<file path="src/rtl/pipe_hazard_ctrl.sv">
`default_nettype none
// ============================================================================
// Module   : pipe_hazard_ctrl
// Purpose  : Pipeline sequencer for the 5-stage RV32 core. Drives the enable
//            and bubble controls of the IF/ID, ID/EX and EX/MEM latches.
//            It handles load-use stalls, taken-branch flushes and
//            data-memory wait states. It also keeps saturating counters for
//            stall cycles and flush events.
// Revision : 1.0  initial release
// ============================================================================
module pipe_hazard_ctrl #(
  parameter int LU_CYCLES    = 1,   // bubbles per load-use hazard (1..7)
  parameter int FLUSH_CYCLES = 2    // IF/ID flush cycles after a taken branch (1..7)
) (
  input  logic        stg_clk,
  input  logic        reset,
  input  logic        i_id_valid,
  input  logic [4:0]  i_id_rs1,
  input  logic [4:0]  i_id_rs2,
  input  logic        i_id_rs1_used,
  input  logic        i_id_rs2_used,
  input  logic [4:0]  i_ex_rd,
  input  logic        i_ex_save_to_reg,
  input  logic        i_ex_rd_memory,
  input  logic        i_branch_taken,
  input  logic        i_mem_req,
  input  logic        i_mem_ready,
  output logic        o_if_ena,
  output logic        o_id_flush,
  output logic        o_ex_ena,
  output logic        o_ex_bubble,
  output logic        o_mem_ena,
  output logic [1:0]  o_state_out,
  output logic [15:0] o_stall_cycles,
  output logic [7:0]  o_flush_events
);

  typedef enum logic [1:0] {
    ST_RUN      = 2'd0,
    ST_LU       = 2'd1,
    ST_FLUSH    = 2'd2,
    ST_MEM_WAIT = 2'd3
  } state_t;

  // Down-counter reload values: the entry cycle itself is the first bubble.
  localparam logic [2:0] C_LU_RELOAD    = 3'(LU_CYCLES - 1);
  localparam logic [2:0] C_FLUSH_RELOAD = 3'(FLUSH_CYCLES - 1);
  localparam state_t     C_LU_NEXT      = (LU_CYCLES > 1)    ? ST_LU    : ST_RUN;
  localparam state_t     C_FLUSH_NEXT   = (FLUSH_CYCLES > 1) ? ST_FLUSH : ST_RUN;

  state_t      r_state;
  state_t      r_ret_state;
  logic [2:0]  r_cnt;
  logic [15:0] r_stall_cycles;
  logic [7:0]  r_flush_events;

  logic        w_hz;
  logic        w_ms;
  logic        w_rs1_hit;
  logic        w_rs2_hit;
  state_t      w_eff_state;
  state_t      w_state_nxt;
  state_t      w_ret_nxt;
  logic [2:0]  w_cnt_nxt;
  logic        w_flush_accept;
  logic        w_if_ena;
  logic        w_id_flush;
  logic        w_ex_ena;
  logic        w_ex_bubble;
  logic        w_mem_ena;

  // Hazard and memory-wait detection from the current stage contents.
  assign w_rs1_hit = i_id_rs1_used & (i_id_rs1 == i_ex_rd);
  assign w_rs2_hit = i_id_rs2_used & (i_id_rs2 == i_ex_rd);
  assign w_hz      = i_id_valid & i_ex_rd_memory & i_ex_save_to_reg &
                     (i_ex_rd != 5'd0) & (w_rs1_hit | w_rs2_hit);
  assign w_ms      = i_mem_req & ~i_mem_ready;

  // Leaving MEM_WAIT resumes the saved state's rules in the same cycle.
  assign w_eff_state = (r_state == ST_MEM_WAIT) ? r_ret_state : r_state;

  // Mealy output decode and next-state selection, highest priority first.
  always_comb begin
    w_if_ena       = 1'b1;
    w_id_flush     = 1'b0;
    w_ex_ena       = 1'b1;
    w_ex_bubble    = 1'b0;
    w_mem_ena      = 1'b1;
    w_state_nxt    = r_state;
    w_ret_nxt      = r_ret_state;
    w_cnt_nxt      = r_cnt;
    w_flush_accept = 1'b0;
    if (reset) begin
      w_if_ena    = 1'b0;
      w_ex_ena    = 1'b0;
      w_mem_ena   = 1'b0;
      w_state_nxt = ST_RUN;
      w_ret_nxt   = ST_RUN;
      w_cnt_nxt   = 3'd0;
    end else if (w_ms) begin
      // Whole pipe freezes; a held branch is not counted until accepted.
      w_if_ena  = 1'b0;
      w_ex_ena  = 1'b0;
      w_mem_ena = 1'b0;
      if (r_state != ST_MEM_WAIT) begin
        w_ret_nxt   = r_state;
        w_state_nxt = ST_MEM_WAIT;
      end
    end else if (i_branch_taken) begin
      // A taken branch overrides a load-use hazard and restarts any flush.
      w_id_flush     = 1'b1;
      w_ex_bubble    = 1'b1;
      w_state_nxt    = C_FLUSH_NEXT;
      w_cnt_nxt      = C_FLUSH_RELOAD;
      w_flush_accept = 1'b1;
    end else if (w_eff_state == ST_LU) begin
      w_if_ena    = 1'b0;
      w_ex_bubble = 1'b1;
      w_cnt_nxt   = r_cnt - 3'd1;
      w_state_nxt = (r_cnt == 3'd1) ? ST_RUN : ST_LU;
    end else if (w_eff_state == ST_FLUSH) begin
      w_id_flush  = 1'b1;
      w_ex_bubble = 1'b1;
      w_cnt_nxt   = r_cnt - 3'd1;
      w_state_nxt = (r_cnt == 3'd1) ? ST_RUN : ST_FLUSH;
    end else if (w_hz) begin
      w_if_ena    = 1'b0;
      w_ex_bubble = 1'b1;
      w_state_nxt = C_LU_NEXT;
      w_cnt_nxt   = C_LU_RELOAD;
    end else begin
      w_state_nxt = ST_RUN;
    end
  end

  // Sequencer state, saved return state and bubble down-counter.
  always_ff @(posedge stg_clk or posedge reset) begin
    if (reset) begin
      r_state     <= ST_RUN;
      r_ret_state <= ST_RUN;
      r_cnt       <= 3'd0;
    end else begin
      r_state     <= w_state_nxt;
      r_ret_state <= w_ret_nxt;
      r_cnt       <= w_cnt_nxt;
    end
  end

  // Saturating count of cycles in which fetch was held.
  always_ff @(posedge stg_clk or posedge reset) begin
    if (reset) begin
      r_stall_cycles <= 16'd0;
    end else if (!w_if_ena && (r_stall_cycles != 16'hFFFF)) begin
      r_stall_cycles <= r_stall_cycles + 16'd1;
    end
  end

  // Saturating count of accepted taken branches.
  always_ff @(posedge stg_clk or posedge reset) begin
    if (reset) begin
      r_flush_events <= 8'd0;
    end else if (w_flush_accept && (r_flush_events != 8'hFF)) begin
      r_flush_events <= r_flush_events + 8'd1;
    end
  end

  assign o_if_ena       = w_if_ena;
  assign o_id_flush     = w_id_flush;
  assign o_ex_ena       = w_ex_ena;
  assign o_ex_bubble    = w_ex_bubble;
  assign o_mem_ena      = w_mem_ena;
  assign o_state_out    = r_state;
  assign o_stall_cycles = r_stall_cycles;
  assign o_flush_events = r_flush_events;

endmodule
`default_nettype wire

</file>
<file path="config.mk">
export PLATFORM = sky130hd
export DESIGN_NAME = pipe_hazard_ctrl
export DESIGN_NICKNAME = d
export VERILOG_FILES = /design/src/rtl/pipe_hazard_ctrl.sv
export SDC_FILE = /design/constraint.sdc
export NUM_CORES = 1
export LEC_CHECK = 0
export BUFFER_PORTS_ARGS = -buffer_cell sky130_fd_sc_hd__buf_2
export CAP_MARGIN = 40
export CORE_ASPECT_RATIO = 0.5
export CORE_UTILIZATION = 50
export DETAILED_ROUTE_END_ITERATION = 10
export PLACE_DENSITY = 0.79
export SYNTH_ARGS = -nofsm -noshare
export SYNTH_HDL_FRONTEND = slang
export SYNTH_SLANG_ARGS = --single-unit
</file>
<file path="constraint.sdc">
create_clock -name stg_clk -period 2.45 [get_ports stg_clk]
set_input_delay 0.49 -clock stg_clk [delete_from_list [all_inputs] [get_ports stg_clk]]
set_output_delay 0.49 -clock stg_clk [all_outputs]
set_load 0.005 [all_outputs]
</file>
==> impl_metrics.ini <==
[power]
p_leak_nw = 1.08
ir_drop_uv = 319
p_per_area_nw_per_um2 = 736
finalPower_w = 0.00154

[setup_path]
start_kind = flop
crit_fanout = 15
crit_type = reg -> reg
r2r_start = o_stall_cycles[0]$_DFFE_PP0P_
cp-end-kind = flop
crit_required_ns = 2.61
crit_path_start = o_stall_cycles[0]$_DFFE_PP0P_
arrival_ns = 2.40

[timing]
hold_viol = 0
fin_setup_tns_ns = 0
fin_ws_ns = 0.206
max_slew_margin = 0.616
timing.fmax_mhz = 446
min_period_ns = 2.24
clock-skew-final_ns = 0.0104
worst_slew_pin_slew_ns = 0.570
grt_setup_unrepaired = no
setup_viol = 0
finalMaxSlewViolations = 0
period_share = 0.916

[floorplanning]
die_width_um = 84.2
core_um2 = 3100
ios = 56
die_h_um = 43.1
die_area_um2 = 3630
row_count = 14
initial_core_util = 0.545

[grt]
grt_pass1_vias = 1318
grt_first_pass_wirelength_um = 5660
grt_use_met2 = 0.341
met1_usage = 0.261
grtUsageMet3 = 0.0564
antenna_found_initial = 0
grt-busiest-layer = met2
grt_max_degree = 32
grt_usage = 0.207
grt_overflow = 0

[synth]
ys_seq_elements = 31
synthArstFlopShare = 1.00
ys_warn_count = 0
synth_top_cell_by_area = dfrtp_1
ys_seq_area_frac = 0.459
syn_avg_cell_area_um2 = 9.99
syn-cell-area_um2 = 1690
synth.top_cell.area_share = 0.459
yosysUniqueCellTypes = 38
synth_nets = 198
ys.flop_type = dfrtp_1
syn_inst = 169
synth_area_leaders = dfrtp_1, xnor2_1, xor2_1
synth-edff-count = 0

[placed_design]
dp_cells = 264
hpwl_um = 2620
place_congestion = 0.776
portBuffers = 55
pre_cts_ws_ns = 0.183

[clock_tree]
clk_path_buf_depth = 2
cts_hold_buf = 0
cts.sinks = 31
clockRootBuffer = clkbuf_8
htree_levels = 2
clk_latency_ns = 0.28
cts_tree = done
postCtsResizedCells = 0
post_cts_buffers = 0
cts-buffers-inserted = 5
clkSlewWorstSetupHoldPaths_ns = 0.07

[routing]
first_pass_iters = 7
drt_iter0_markers = 44
drt-total-wl_um = 3520
vias_per_cell = 5.21
drc = 8
ant_nets = 0
dr_total_vias = 1417
drt-wirelength-per-cell_um = 12.9

[finish]
area_delta_synth_final_pct = 24.1
layout_common_cells = buf_2, dfrtp_1, nor2_1
final_common_cell = buf_2
n_antenna_cell = 0
stdcell_count = 272
nets = 260
drive_above_1_share = 0.306
final_core_util = 0.676

[run]
max_cap_viol_count = 0

[outcome]
status = complete, but fails checks
violations = DRC

[min_path]
holdCritPathClass = in -> async
==> final timing paths <==
| check | to | slack (ns) | cells after the start |
|---|---|---|---|
| worst max-delay path | o_stall_cycles[3]$_DFFE_PP0P_ | 0.21 | 7 |
| worst min-delay path | r_cnt[0]$_DFFE_PP0P_ | 0.37 | 3 |
| worst max register to register | o_stall_cycles[3]$_DFFE_PP0P_ | 0.21 | 7 |
| worst min register to register | o_flush_events[4]$_DFFE_PP0P_ | 0.49 | 1 |
| max in group asynchronous | o_stall_cycles[13]$_DFFE_PP0P_ | 1.78 | 3 |
| min in group stg_clk | o_flush_events[4]$_DFFE_PP0P_ | 0.49 | 1 |
==> metrics by stage <==
stage | hold slack (ns) | area (um^2)
after CTS | 0.391 | 2100
after global placement | 0.471 | 2010
after detailed placement | 0.481 | 2010
final | 0.371 | 2100
after floorplan | 0.416 | 1690
after global routing | 0.413 | 2100
==> logic make-up (layout without fill, tap and decap cells) <==
logic type      after synthesis  count (layout)  synth area share
simple gates                 73              73             0.224
xor+xnor                     31              31             0.161
flops                        31              31             0.459
compound gates               17              17            0.0815
buf+inv                      11              74            0.0311
fa+ha+maj                     4               4            0.0296
mux                           2               2            0.0133
==> cell usage after synthesis (4+ instances only) <==
library cell,n
nand4_1,8
nor3_1,11
nor2_1,18
ha_1,4
nand3_1,6
dfrtp_1,31
xor2_1,15
xnor2_1,16
nand2_1,13
nand2b_1,4
inv_1,9
==> flip-flops by register name (all words and copies together) (netlist names) <==
signal	cells
o_stall_cycles	16
r_cnt	3
o_flush_events	8
o_state_out	2
r_ret_state	2
==> routing by layer <==
metal	up-vias	part of all wire
met3	10	0.044
met2	35	0.48
met1	666	0.45
met5	-	0
li1	706	-
met4	0	0.022
==> final cells by class <==
cell class	instances	area, um^2
Multi-Input combinational cell	127	861
Sequential cell	31	776
Fill cell	254	1000
Timing Repair Buffer	57	290
Inverter	9	37.5
Clock inverter	1	5.00
Tap cell	40	50.0
Clock buffer	7	76.3
==> power breakdown <==
group | internal [W] | switching, W | leakage, nW | total (W)
Combinational | 0.000215 | 0.000194 | 0.648 | 0.000409
Clock | 0.000199 | 0.000177 | 0.0422 | 0.000376
Sequential | 0.000623 | 0.000134 | 0.395 | 0.000757
Total | 0.00104 | 0.000506 | 1.08 | 0.00154
==> critical path, cell delays in order, from the launching register on <==
cell      delay, ns
dfrtp_1        0.40
ha_1           0.18
inv_1          0.06
or3_4          0.41
or2_4          0.28
o211ai_4       0.38
and2b_2        0.28
xor2_1         0.13
No activity file was read; power rests on OpenSTA's default activity.
